### src/rtl/adc_sched_pkg.sv
// Shared definitions for the paired ADC scheduler: widths, FSM state
// encodings, per-channel bookkeeping record and the raw-to-code conversion.
package adc_sched_pkg;

    localparam int ADC_W  = 16;
    localparam int CODE_W = 12;

    // Scheduler states; plain constants so legacy tools can consume them.
    localparam logic [1:0] ST_IDLE    = 2'd0;
    localparam logic [1:0] ST_ACK     = 2'd1;
    localparam logic [1:0] ST_CAPTURE = 2'd2;

    // Everything the scheduler remembers about one ADC channel.
    typedef struct packed {
        logic              enable;  // drives the converter enable pin
        logic              done;    // result captured in the current conversion
        logic [CODE_W-1:0] code;    // last captured, clamped code
    } chan_t;

    // Two's-complement ADC word to an unsigned 12-bit code: negative values
    // clamp to zero, otherwise keep the top 12 magnitude bits (0x7FFF -> 0xFFF).
    function automatic logic [CODE_W-1:0] adc_to_code(input logic [ADC_W-1:0] data);
        logic [CODE_W-1:0] code;
        if (data[ADC_W-1]) begin
            code = '0;
        end else begin
            code = data[ADC_W-2 -: CODE_W];
        end
        return code;
    endfunction

endpackage

### src/rtl/sat_cnt8.sv
// 8-bit event counter that sticks at 255; cleared only by the async reset.
module sat_cnt8 (
    input  logic       clk_i,
    input  logic       rst_ni,
    input  logic       inc_i,
    output logic [7:0] cnt_o
);

    logic [7:0] cnt_q;
    logic [7:0] cnt_d;

    // Next count: step on request unless already saturated.
    always_comb begin
        cnt_d = cnt_q;
        if (inc_i && (cnt_q != 8'hFF)) begin
            cnt_d = cnt_q + 8'd1;
        end
    end

    // Count register with asynchronous clear.
    always_ff @(posedge clk_i or negedge rst_ni) begin
        if (!rst_ni) begin
            cnt_q <= 8'd0;
        end else begin
            cnt_q <= cnt_d;
        end
    end

    assign cnt_o = cnt_q;

endmodule

### src/rtl/adc_pair_sched.sv
// Runs both I2C ADC front-ends once per modulator trigger: enables them
// together, waits for both to go busy (ready low), captures each result as
// it appears, and reports one end-of-conversion pulse. A per-conversion
// timeout and saturating error/overrun counters keep a stuck bus from
// stalling the control loop.
//
// ADC handshake: a converter is enabled by the scheduler; it signals that it
// has started by pulling ready low and signals a valid result by raising
// ready again. Only a ready-high that follows a ready-low seen by the
// scheduler (both channels low in the same cycle) is treated as data; a
// ready that is still high from a previous conversion is ignored.
module adc_pair_sched
    import adc_sched_pkg::*;
#(
    parameter int TIMEOUT_CYCLES = 54000
) (
    input  logic              clk_i,
    input  logic              rst_ni,
    input  logic              start_i,
    input  logic              adc1_ready_i,
    input  logic [ADC_W-1:0]  adc1_data_i,
    output logic              adc1_enable_o,
    input  logic              adc2_ready_i,
    input  logic [ADC_W-1:0]  adc2_data_i,
    output logic              adc2_enable_o,
    output logic [CODE_W-1:0] v_fc_o,
    output logic [CODE_W-1:0] v_out_o,
    output logic              eoc_o,
    output logic              busy_o,
    output logic              timeout_o,
    output logic [7:0]        err_cnt_o,
    output logic [7:0]        overrun_cnt_o
);

    localparam int TO_W = (TIMEOUT_CYCLES > 2) ? $clog2(TIMEOUT_CYCLES) : 1;
    localparam logic [TO_W-1:0] TO_LAST = TO_W'(TIMEOUT_CYCLES - 1);

    logic [1:0]      state_q,   state_d;
    logic [TO_W-1:0] to_cnt_q,  to_cnt_d;
    chan_t           ch1_q,     ch1_d;
    chan_t           ch2_q,     ch2_d;
    logic            eoc_q,     eoc_d;
    logic            timeout_q, timeout_d;
    logic            busy_q,    busy_d;
    logic            err_inc;
    logic            ovr_inc;
    logic            to_hit;

    // The conversion window closes on the last allowed cycle.
    assign to_hit = (to_cnt_q == TO_LAST);

    // Scheduler next-state: start, busy-acknowledge, per-channel capture, abort.
    always_comb begin
        state_d   = state_q;
        to_cnt_d  = to_cnt_q;
        ch1_d     = ch1_q;
        ch2_d     = ch2_q;
        eoc_d     = 1'b0;
        timeout_d = 1'b0;
        err_inc   = 1'b0;
        ovr_inc   = 1'b0;

        case (state_q)
            ST_IDLE: begin
                if (start_i) begin
                    state_d      = ST_ACK;
                    to_cnt_d     = '0;
                    ch1_d.enable = 1'b1;
                    ch1_d.done   = 1'b0;
                    ch2_d.enable = 1'b1;
                    ch2_d.done   = 1'b0;
                end
            end

            ST_ACK: begin
                ovr_inc = start_i;
                if (to_hit) begin
                    state_d      = ST_IDLE;
                    ch1_d.enable = 1'b0;
                    ch2_d.enable = 1'b0;
                    timeout_d    = 1'b1;
                    err_inc      = 1'b1;
                end else begin
                    to_cnt_d = to_cnt_q + TO_W'(1);
                    if (!adc1_ready_i && !adc2_ready_i) begin
                        state_d = ST_CAPTURE;
                    end
                end
            end

            ST_CAPTURE: begin
                ovr_inc = start_i;
                // Abort wins over a capture or completion on the same edge.
                if (to_hit) begin
                    state_d      = ST_IDLE;
                    ch1_d.enable = 1'b0;
                    ch2_d.enable = 1'b0;
                    timeout_d    = 1'b1;
                    err_inc      = 1'b1;
                end else begin
                    to_cnt_d = to_cnt_q + TO_W'(1);
                    if (ch1_q.done && ch2_q.done) begin
                        state_d = ST_IDLE;
                        eoc_d   = 1'b1;
                    end else begin
                        if (adc1_ready_i && !ch1_q.done) begin
                            ch1_d.code   = adc_to_code(adc1_data_i);
                            ch1_d.enable = 1'b0;
                            ch1_d.done   = 1'b1;
                        end
                        if (adc2_ready_i && !ch2_q.done) begin
                            ch2_d.code   = adc_to_code(adc2_data_i);
                            ch2_d.enable = 1'b0;
                            ch2_d.done   = 1'b1;
                        end
                    end
                end
            end

            default: begin
                // Unused encoding: park safely with both converters off.
                state_d      = ST_IDLE;
                ch1_d.enable = 1'b0;
                ch2_d.enable = 1'b0;
            end
        endcase

        busy_d = (state_d != ST_IDLE);
    end

    // Scheduler registers; every output comes straight from one of these.
    always_ff @(posedge clk_i or negedge rst_ni) begin
        if (!rst_ni) begin
            state_q   <= ST_IDLE;
            to_cnt_q  <= '0;
            ch1_q     <= '0;
            ch2_q     <= '0;
            eoc_q     <= 1'b0;
            timeout_q <= 1'b0;
            busy_q    <= 1'b0;
        end else begin
            state_q   <= state_d;
            to_cnt_q  <= to_cnt_d;
            ch1_q     <= ch1_d;
            ch2_q     <= ch2_d;
            eoc_q     <= eoc_d;
            timeout_q <= timeout_d;
            busy_q    <= busy_d;
        end
    end

    sat_cnt8 u_err_cnt (
        .clk_i  (clk_i),
        .rst_ni (rst_ni),
        .inc_i  (err_inc),
        .cnt_o  (err_cnt_o)
    );

    sat_cnt8 u_overrun_cnt (
        .clk_i  (clk_i),
        .rst_ni (rst_ni),
        .inc_i  (ovr_inc),
        .cnt_o  (overrun_cnt_o)
    );

    assign adc1_enable_o = ch1_q.enable;
    assign adc2_enable_o = ch2_q.enable;
    assign v_fc_o        = ch1_q.code;
    assign v_out_o       = ch2_q.code;
    assign eoc_o         = eoc_q;
    assign busy_o        = busy_q;
    assign timeout_o     = timeout_q;

endmodule

### config.mk
export PLATFORM = sky130hd
export DESIGN_NAME = adc_pair_sched
export DESIGN_NICKNAME = d
export VERILOG_FILES = /design/src/rtl/adc_sched_pkg.sv /design/src/rtl/sat_cnt8.sv /design/src/rtl/adc_pair_sched.sv
export SDC_FILE = /design/constraint.sdc
export NUM_CORES = 1
export LEC_CHECK = 0
export ABC_AREA = 1
export CORE_ASPECT_RATIO = 1.5
export CORE_UTILIZATION = 55
export DETAILED_ROUTE_END_ITERATION = 10
export PLACE_DENSITY_LB_ADDON = 0.1
export SLEW_MARGIN = 15
export SYNTH_ARGS = -nofsm -noshare
export SYNTH_HDL_FRONTEND = slang
export SYNTH_SLANG_ARGS = --single-unit
### constraint.sdc
create_clock -name clk_i -period 2.3 [get_ports clk_i]
set_input_delay 0.69 -clock clk_i [delete_from_list [all_inputs] [get_ports clk_i]]
set_output_delay 0.69 -clock clk_i [all_outputs]
set_load 0.1 [all_outputs]
== Word level (Yosys, flattened, before mapping) ==
Index checks and enable logic that the tools add are counted.

* Add/sub/neg operators: 3
* Reductions and logical operators: 22
* Multiplexer cells: 31
* Eq/ne operators: 15
* Bitwise gates (word level): 2

{| class="wikitable"
|+ Operator list
! operator !! count
|-
| 2-to-1 mux 14 bit || 4
|-
| 2-to-1 mux 16 bit || 2
|-
| one-hot mux 16 bit (2 select lines) || 1
|-
| 2-to-1 mux 13 bit || 2
|-
| 2-to-1 mux 12 bit || 2
|-
| adder 16 x 1 -> 16 bit, second input constant || 1
|-
| adder 8 x 1 -> 8 bit, second input constant || 2
|-
| == test 16 bit, second input constant || 1
|-
| inequality test 8 bit, second input constant || 2
|-
| AND reduction 4 bit || 4
|-
| inequality test 2 bit, second input constant || 7
|-
| 2-to-1 mux 2 bit || 6
|-
| AND reduction 5 bit || 2
|-
| 2-to-1 mux 1 bit || 9
|-
| inequality test 3 bit, second input constant || 3
|-
| logical AND 1 bit || 6
|-
| one-hot mux 1 bit (3 select lines) || 2
|-
| one-hot mux 2 bit (3 select lines) || 1
|-
| nonzero test 2 bit || 3
|-
| zero test 1 bit || 4
|-
| one-hot mux 1 bit (2 select lines) || 2
|-
| AND reduction 3 bit || 1
|-
| == test 2 x 1 -> 1 bit, second input constant || 1
|-
| == test 2 bit, second input constant || 1
|-
| 3 further kinds || 4
|}

* Output and inout bits: 45
* Word-level logic and storage cells: 86
* Bits of input ports: 37
* Flip-flop bits (word level): 65

== Longest topological paths before layout ==
Gate-level depths: netlist of the first run.

* Depth after elaboration: 6
* Gate-level depth with buffers: 10
* Gate-level depth less buffers: 10

== Cells and area by module ==
A second synthesis of the first run with hierarchy kept.

* Cell total of the unflattened synthesis: 490
* Area total of the unflattened synthesis: 3783.6 um^2

{| class="wikitable"
|+ By module, submodules not included
! module !! cells each !! area each (um^2) !! times used
|-
| adc_pair_sched || 364 || 2817.7 || 1
|-
| sat_cnt8 || 63 || 483.0 || 2
|}

== Worst setup path before layout of the first run ==
OpenSTA, ideal clock, no wires.

* Path kind: register -> register
* From: register u_overrun_cnt.cnt_q[0] (netlist: u_overrun_cnt.cnt_o[0])
* To: register u_overrun_cnt.cnt_q[3] (netlist: u_overrun_cnt.cnt_o[3])
* Data required time: 2178 ps
* Setup slack: 48 ps
* Arrival time: 2130 ps
* Period minus slack after synthesis: 2252 ps
* Stages on the path, launching flop included: 9
* Path buffers: 0
* Cell sequence: dfrtp_1 ha_1 nand3_1 nor3_1 nand3_1 nand2_2 inv_1 nand3b_1 nand2_1

* Cells in the longest elaborated chain, start to end: 2
* Elaborated cells on any way between the ends: 3
* Classes of those cells: 1 x add/sub; 1 x eq/ne; 1 x reduce/logical

{| class="wikitable"
|+ RTL lines
! element !! line !! text
|-
| start: declaration || sat_cnt8.sv:9 || <nowiki>logic [7:0] cnt_q;</nowiki>
|-
| start signal: assignment || sat_cnt8.sv:25 || <nowiki>cnt_q <= cnt_d;</nowiki>
|-
| branches (longest 2 deep; another with adder 8 x 1 -> 8 bit) || n/a ||
|}

Several ways; the timed one is not identified.
A chain may end at the register's enable or synchronous reset.

== Final worst setup path of the first run ==
* From: register state_q[1]
* To: register to_cnt_q[15]

* Cells in the longest elaborated chain, start to end: 4
* Elaborated cells on any way between the ends: 9
* Classes of those cells: 4 x eq/ne; 1 x mux; 4 x reduce/logical

{| class="wikitable"
|+ RTL lines
! element !! line !! text
|-
| start: declaration || adc_pair_sched.sv:38 || <nowiki>logic [1:0] state_q, state_d;</nowiki>
|-
| start signal: assignment || adc_pair_sched.sv:142 || <nowiki>state_q <= state_d;</nowiki>
|-
| == test 2 bit / == test 2 x 1 -> 1 bit (equally long branches) || adc_pair_sched.sv:63 || <nowiki>case (state_q)</nowiki>
|-
| OR reduction 2 bit (no source line) || n/a ||
|-
| inequality test 2 bit (no source line) / nonzero test 2 bit (equally long branches) || n/a ||
|-
| AND reduction 3 bit (no source line) || n/a ||
|-
| end signal: assignment || adc_pair_sched.sv:143 || <nowiki>to_cnt_q <= to_cnt_d;</nowiki>
|-
| end: declaration || adc_pair_sched.sv:39 || <nowiki>logic [TO_W-1:0] to_cnt_q, to_cnt_d;</nowiki>
|}

Parallel ways exist; a longest one is shown, timed or not.

==> impl_metrics.csv, run 1 <==
group,metric,value,unit
layout,instances_no_fill,602,
run_status,status,"completed",
yosys,ys_ff_latch,65,
yosys,yosysUniqueCellTypes,27,
power,power,0.00578,W
drt,dr.pass1.iters,4,
die,rows,36,
layout,layout.nets,565,
drt,drt_iter0_drc,108,
worst_setup_path,r2r_slack,0.46,ns
die,io_pins,82,
placed_design,dp.cells,586,
yosys,syn_area_per_cell,7.95,um2
die,dieArea,7060,um2
yosys,synthArstFlopShare,1.00,
clocking,cts_hold_buf,0,
timing,min_period,1.84,ns
clocking,clkLatencyLatePin,0.34,ns
clocking,cts.path.max_buffers,2,
yosys,yosys_warnings,0,
yosys,netlist_instances,465,
worst_setup_path,cp-start-kind,"flop",
drt,wire_per_inst,12.9,um
die,initial_core_util,0.570,
timing,tightest_slew,0.430,ns
drt,drc,0,
yosys,synth_nets,509,
layout,fin_area,4440,um2
timing,finClkSkew,0.00913,ns
grt,grt_pass1_wl,12.5,mm
drt,via_per_inst,5.20,
timing,rsz0062_at_grt,"no",
yosys,synth_top_cell_by_area,"dfrtp_1",
die,core,6490,um2
layout,antenna_cells,0,
clocking,ctsHtreeMaxLevel,3,
clocking,cts_buffers,9,
clocking,cts.sink_count,65,
timing,clock.fmax,545,MHz
yosys,synth_edf_count,0,
worst_setup_path,slowest_stage,"ha_1",
placed_design,place_hpwl,5.66,mm
yosys,yosysMostFrequentCell,"nand2_1",
timing,whs,0.356,ns
worst_setup_path,worstPathRequired,2.52,ns
yosys,synth_area,3700,um2
clocking,clk_pin_slew,0.07,ns
drt,vias,3132,
worst_setup_path,cp_max_fo,8,
worst_setup_path,cp_slowest_stage_delay,0.50,ns
timing,final.period_utilization,0.798,
timing,final-max-slew-violation-count,0,
timing,setup_viol,0,
worst_setup_path,r2r_end,"to_cnt_q[15]$_DFFE_PN0P_",
power,leakage,2.26,nW
worst_setup_path,critPathArrivalTime,2.06,ns
timing,fin_tns_setup,0,ns
placed_design,portBuffers,75,
yosys,yosysTopAreaCellShare,0.440,
flow_run,drv_cap,0,
grt,grt_max_degree,66,
clocking,cts_resized,0,
placed_design,dpl_cell_area,4230,um2
grt,antenna_found_initial,0,
layout,layout-drive-gt1-share,0.173,
worst_setup_path,rr_worst_depth,7,
worst_setup_path,cp_cell_sequence,"inv_1 -> ha_1 -> nand3_2 -> nand3_1 -> inv_1 -> nand2_1 -> nand2_1",
drt,postRouteAntennaNets,0,
worst_setup_path,cp-end-kind,"flop",
worst_hold_path,hold_class,"primary input to asynchronous set/reset pin",
drt,wl,7.77,mm
placed_design,gp_congestion,0.878,
grt,grt_usage,0.235,
yosys,synth.area.top_cells,"dfrtp_1 44%, nand2_1 13%, nand3_1 6.4%",
layout,area_delta_synth_final,20.0,%
yosys,synth-seq-area-share,0.440,
clocking,post_cts_buffers,0,
yosys,yosys-top-cells-count,"128 x nand2_1, 65 x dfrtp_1, 47 x nand3_1, 46 x nor2_1, 38 x inv_1",
timing,slew_headroom,0.713,
clocking,cts-root-buf,"clkbuf_8",
clocking,cts_tree,"done",
yosys,ys.flop_type,"dfrtp_1",
grt,grt_pass1_vias,2997,
die,die_w,69.0,um
timing,final_hold_viol_count,0,
grt,grt_overflow,0,
worst_setup_path,r2r-start,"state_q[1]$_DFF_PN0_",
die,die_h,102,um
worst_setup_path,criticalPathCategory,"flop to flop",
power,ir_drop,1040,uV
power,powerDensity,1300,nW/um2
==> cells by family (layout without fill, tap and decap cells) <==
kind of cell,Yosys count,after routing,share of synthesized area
AOI/OAI and AO/OA,46,46,0.0653
xor gates and xnor gates,22,22,0.0521
adders and majority gates,7,7,0.0237
buffers and inverters,78,139,0.117
DFF,65,65,0.440
and+or+nand+nor,247,247,0.302
==> sequential cells by signal (all words and copies together) (netlist names) <==
register,count
adc1_enable_o,1
adc2_enable_o,1
busy_o,1
ch1_q,1
ch2_q,1
eoc_o,1
state_q,2
timeout_o,1
to_cnt_q,16
u_err_cnt.cnt_o,8
u_overrun_cnt.cnt_o,8
v_fc_o,12
v_out_o,12
==> stage by stage <==
step,setup WS [ns],util
6_report,0.464,0.684
3_3_place_gp,0.179,0.653
4_1_cts,0.450,0.684
2_1_floorplan,0.0477,-
3_5_place_dp,0.166,0.653
5_1_grt,0.329,0.684
==> metal layers <==
layer	wire length (um)	vias to the layer above	track usage
met5	0	-	0
met4	117	0	0.102
met3	351	11	0.0424
met2	4130	68	0.422
met1	3170	1492	0.260
li1	-	1561	-
==> cell type report <==
type | count | area [um2]
clock inverters | 6 | 66.3
multi-input cells | 322 | 1640
well taps | 76 | 95.1
clock buffers | 10 | 138
fillers | 540 | 2050
flip-flops and latches | 65 | 1630
repair buffers | 81 | 716
inverters | 42 | 158
==> critical path: cells and delay by family (launching register included) <==
kind	cells	cell delay, ns
AND/OR/NAND/NOR	4	0.56
adder cells (fa/ha/maj)	1	0.50
flip-flops	1	0.42
buffers and inverters	2	0.25
==> how the worst max path moves through the flow <==
stage | startpoint | to | cells after the start | slack [ns]
finish | state_q[1]$_DFF_PN0_ | to_cnt_q[15]$_DFFE_PN0P_ | 7 | 0.46
global placement | start_i | to_cnt_q[13]$_DFFE_PN0P_ | 8 | 0.18
CTS | state_q[1]$_DFF_PN0_ | to_cnt_q[15]$_DFFE_PN0P_ | 7 | 0.45
global route | to_cnt_q[0]$_DFFE_PN0P_ | u_err_cnt.cnt_o[3]$_DFFE_PN0P_ | 9 | 0.33
floorplan | u_overrun_cnt.cnt_o[0]$_DFFE_PN0P_ | u_overrun_cnt.cnt_o[3]$_DFFE_PN0P_ | 8 | 0.05
detailed placement | adc2_ready_i | v_out_o[0]$_DFFE_PN0P_ | 7 | 0.17
==> cells in the final DEF (no fill, tap or decap) <==
master / count
buf_2: 1
nand2_4: 2
nand3b_1: 3
dfrtp_1: 65
clkbuf_8: 10
inv_6: 1
o21ai_0: 35
ha_1: 7
nand2_8: 1
clkdlybuf4s50_1: 29
nor2_4: 2
nor2_1: 46
nand2_2: 2
clkinvlp_4: 3
inv_2: 4
xor2_1: 14
o21ai_2: 3
nor3_1: 5
nand3_1: 47
a21oi_1: 2
clkinv_2: 1
nand2_1: 128
nand4_1: 2
nand3_4: 1
buf_4: 48
bufinv_16: 1
o21ai_1: 6
xnor2_1: 8
nor2_2: 2
nand3_2: 6
buf_12: 3
inv_1: 38
==> where the power goes <==
| group | internal (W) | switching, W | leakage, nW |
|---|---|---|---|
| clock | 0.000531 | 0.000447 | 0.0949 |
| combinational | 0.000693 | 0.00250 | 1.30 |
| sequential | 0.00141 | 0.000193 | 0.861 |
Power figures use the tool's default switching activity.
==> run 2, diff against run 1 <==
--- a/config.mk
+++ b/config.mk
@@ -7,7 +7,7 @@
 export LEC_CHECK = 0
 export ABC_AREA = 1
 export CORE_ASPECT_RATIO = 1.5
-export CORE_UTILIZATION = 55
+export CORE_UTILIZATION = 51
 export DETAILED_ROUTE_END_ITERATION = 10
 export PLACE_DENSITY_LB_ADDON = 0.1
 export SLEW_MARGIN = 15
==> constraint.sdc (replaced) <==
create_clock -name clk_i -period 1.9 [get_ports clk_i]
set_input_delay 0.57 -clock clk_i [delete_from_list [all_inputs] [get_ports clk_i]]
set_output_delay 0.57 -clock clk_i [all_outputs]
set_load 0.1 [all_outputs]
==> impl_metrics.csv, run 2 (synthesis gave the netlist of run 1 again) <==
group,metric,value,unit
grt,grt_use_met1,0.276,
drt,drt_iter0_drc,216,
timing,rsz0062_at_grt,"no",
drt,dr.pass1.iters,4,
worst_setup_path,criticalPathCategory,"flop to flop",
drt,wl,8.25,mm
timing,finClkSkew,0.0103,ns
layout,instances_no_fill,613,
timing,setup_viol,0,
layout,antenna_cells,0,
clocking,ctsHtreeMaxLevel,3,
grt,grt_max_degree,27,
clocking,clk_pin_slew,0.07,ns
layout,layout-drive-gt1-share,0.207,
worst_setup_path,cp_max_fo,8,
timing,min_period,1.74,ns
power,leakage,2.46,nW
placed_design,place_hpwl,6.17,mm
placed_design,portBuffers,75,
clocking,clkLatencyLatePin,0.34,ns
worst_setup_path,cp-end-kind,"flop",
worst_hold_path,hold_class,"primary input to asynchronous set/reset pin",
worst_setup_path,cp-start-kind,"flop",
flow_run,drv_cap,0,
grt,antenna_found_initial,0,
drt,via_per_inst,5.20,
layout,final_cell_mix,"128 x nand2_1, 55 x dfrtp_1, 50 x buf_12",
worst_setup_path,cp_slowest_stage_delay,0.45,ns
grt,busiest_layer,"met2",
run_status,status,"completed",
placed_design,place_ws,-0.0512,ns
clocking,cts_tree,"done",
layout,top_register,"to_cnt_q",
placed_design,dp.cells,597,
clocking,cts_buffers,9,
timing,tightest_slew,0.514,ns
layout,largest_reg_flops,16,
die,dieArea,7600,um2
die,die_w,71.5,um
grt,use_met3,0.0531,
worst_setup_path,worstPathRequired,2.13,ns
die,core,6940,um2
timing,final_hold_viol_count,0,
grt,grt_pass1_wl,14.1,mm
layout,n_fill_cell,510,
drt,postRouteAntennaNets,0,
power,ir_drop,1600,uV
drt,wire_per_inst,13.5,um
die,rows,37,
timing,final-max-slew-violation-count,0,
die,io_pins,82,
timing,clock.fmax,576,MHz
clocking,cts-root-buf,"clkbuf_8",
grt,grt_overflow,0,
grt,grt_usage,0.237,
worst_setup_path,cp_cell_sequence,"inv_1 -> ha_2 -> nand3_2 -> nand3_1 -> inv_1 -> nand2_1 -> nand2_1",
drt,drc,0,
clocking,cts.path.max_buffers,2,
layout,layout.nets,574,
die,die_h,106,um
timing,final.period_utilization,0.914,
grt,grt_pass1_vias,3109,
clocking,cts.sink_count,65,
worst_setup_path,slowest_stage,"ha_2",
placed_design,dpl_cell_area,4910,um2
timing,setup_slack,0.164,ns
die,initial_core_util,0.533,
layout,mostFrequentLayoutCell,"nand2_1",
power,powerDensity,1560,nW/um2
drt,vias,3189,
timing,slew_headroom,0.658,
grt,use_met2,0.411,
layout,fin_area,5110,um2
placed_design,gp_congestion,0.927,
worst_setup_path,critPathArrivalTime,1.97,ns
layout,area_delta_synth_final,38.2,%
## run 2: worst paths after layout
path,startpoint,end,slack [ns],depth (start not counted)
worst max register to register,state_q[1]$_DFF_PN0_,to_cnt_q[15]$_DFFE_PN0P_,0.16,7
worst min-delay path,rst_ni,u_err_cnt.cnt_o[2]$_DFFE_PN0P_,0.19,1
worst min register to register,to_cnt_q[1]$_DFFE_PN0P_,to_cnt_q[1]$_DFFE_PN0P_,0.51,2
min in group clk_i,to_cnt_q[1]$_DFFE_PN0P_,to_cnt_q[1]$_DFFE_PN0P_,0.51,2
worst max-delay path,state_q[1]$_DFF_PN0_,to_cnt_q[15]$_DFFE_PN0P_,0.16,7
max in group asynchronous,rst_ni,v_fc_o[3]$_DFFE_PN0P_,1.18,2
## run 2: worst max-delay path, delay by kind of cell, from the launching register on
kind | cells | cell delay, ns
fa+ha+maj | 1 | 0.45
buf+inv | 2 | 0.24
flops | 1 | 0.41
simple gates | 4 | 0.53
## run 2: layer usage
layer  vias to the layer above  wire length (um)
met5                         -                 0
met4                         0               215
met3                        17               370
met2                        96              4330
met1                      1500              3340
li1                       1576                 -
## run 2: report_power, final
group          internal (W)  switching, W  total (W)
combinational       0.00163       0.00307    0.00471
clock              0.000637      0.000528    0.00117
sequential          0.00173      0.000367    0.00210
## run 2: stage by stage
stage	power [W]	setup TNS [ns]	hold WS (ns)	util
finish	0.00797	0	0.193	0.736
global route	0.00836	0	0.220	0.736
CTS	0.00802	0	0.199	0.735
detailed placement	0.00683	-0.351	0.499	0.707
global placement	0.00676	-0.0151	0.496	0.707
floorplan	0.00529	0	0.274	-
## run 2: final cells by class
cell class	count	area, um2	area share
repair buffers	90	1370	0.268
multi-input cells	322	1650	0.322
clock inverters	5	55.1	0.0108
inverters	42	158	0.0308
clock buffers	11	141	0.0277
flip-flops and latches	65	1640	0.322
well taps	78	97.6	0.0191
## run 2: what timing repair did
action                     CTS  global route
buffers inserted             0             0
hold buffers                 0             0
resized for setup            0             2
setup endpoints to repair    0             4
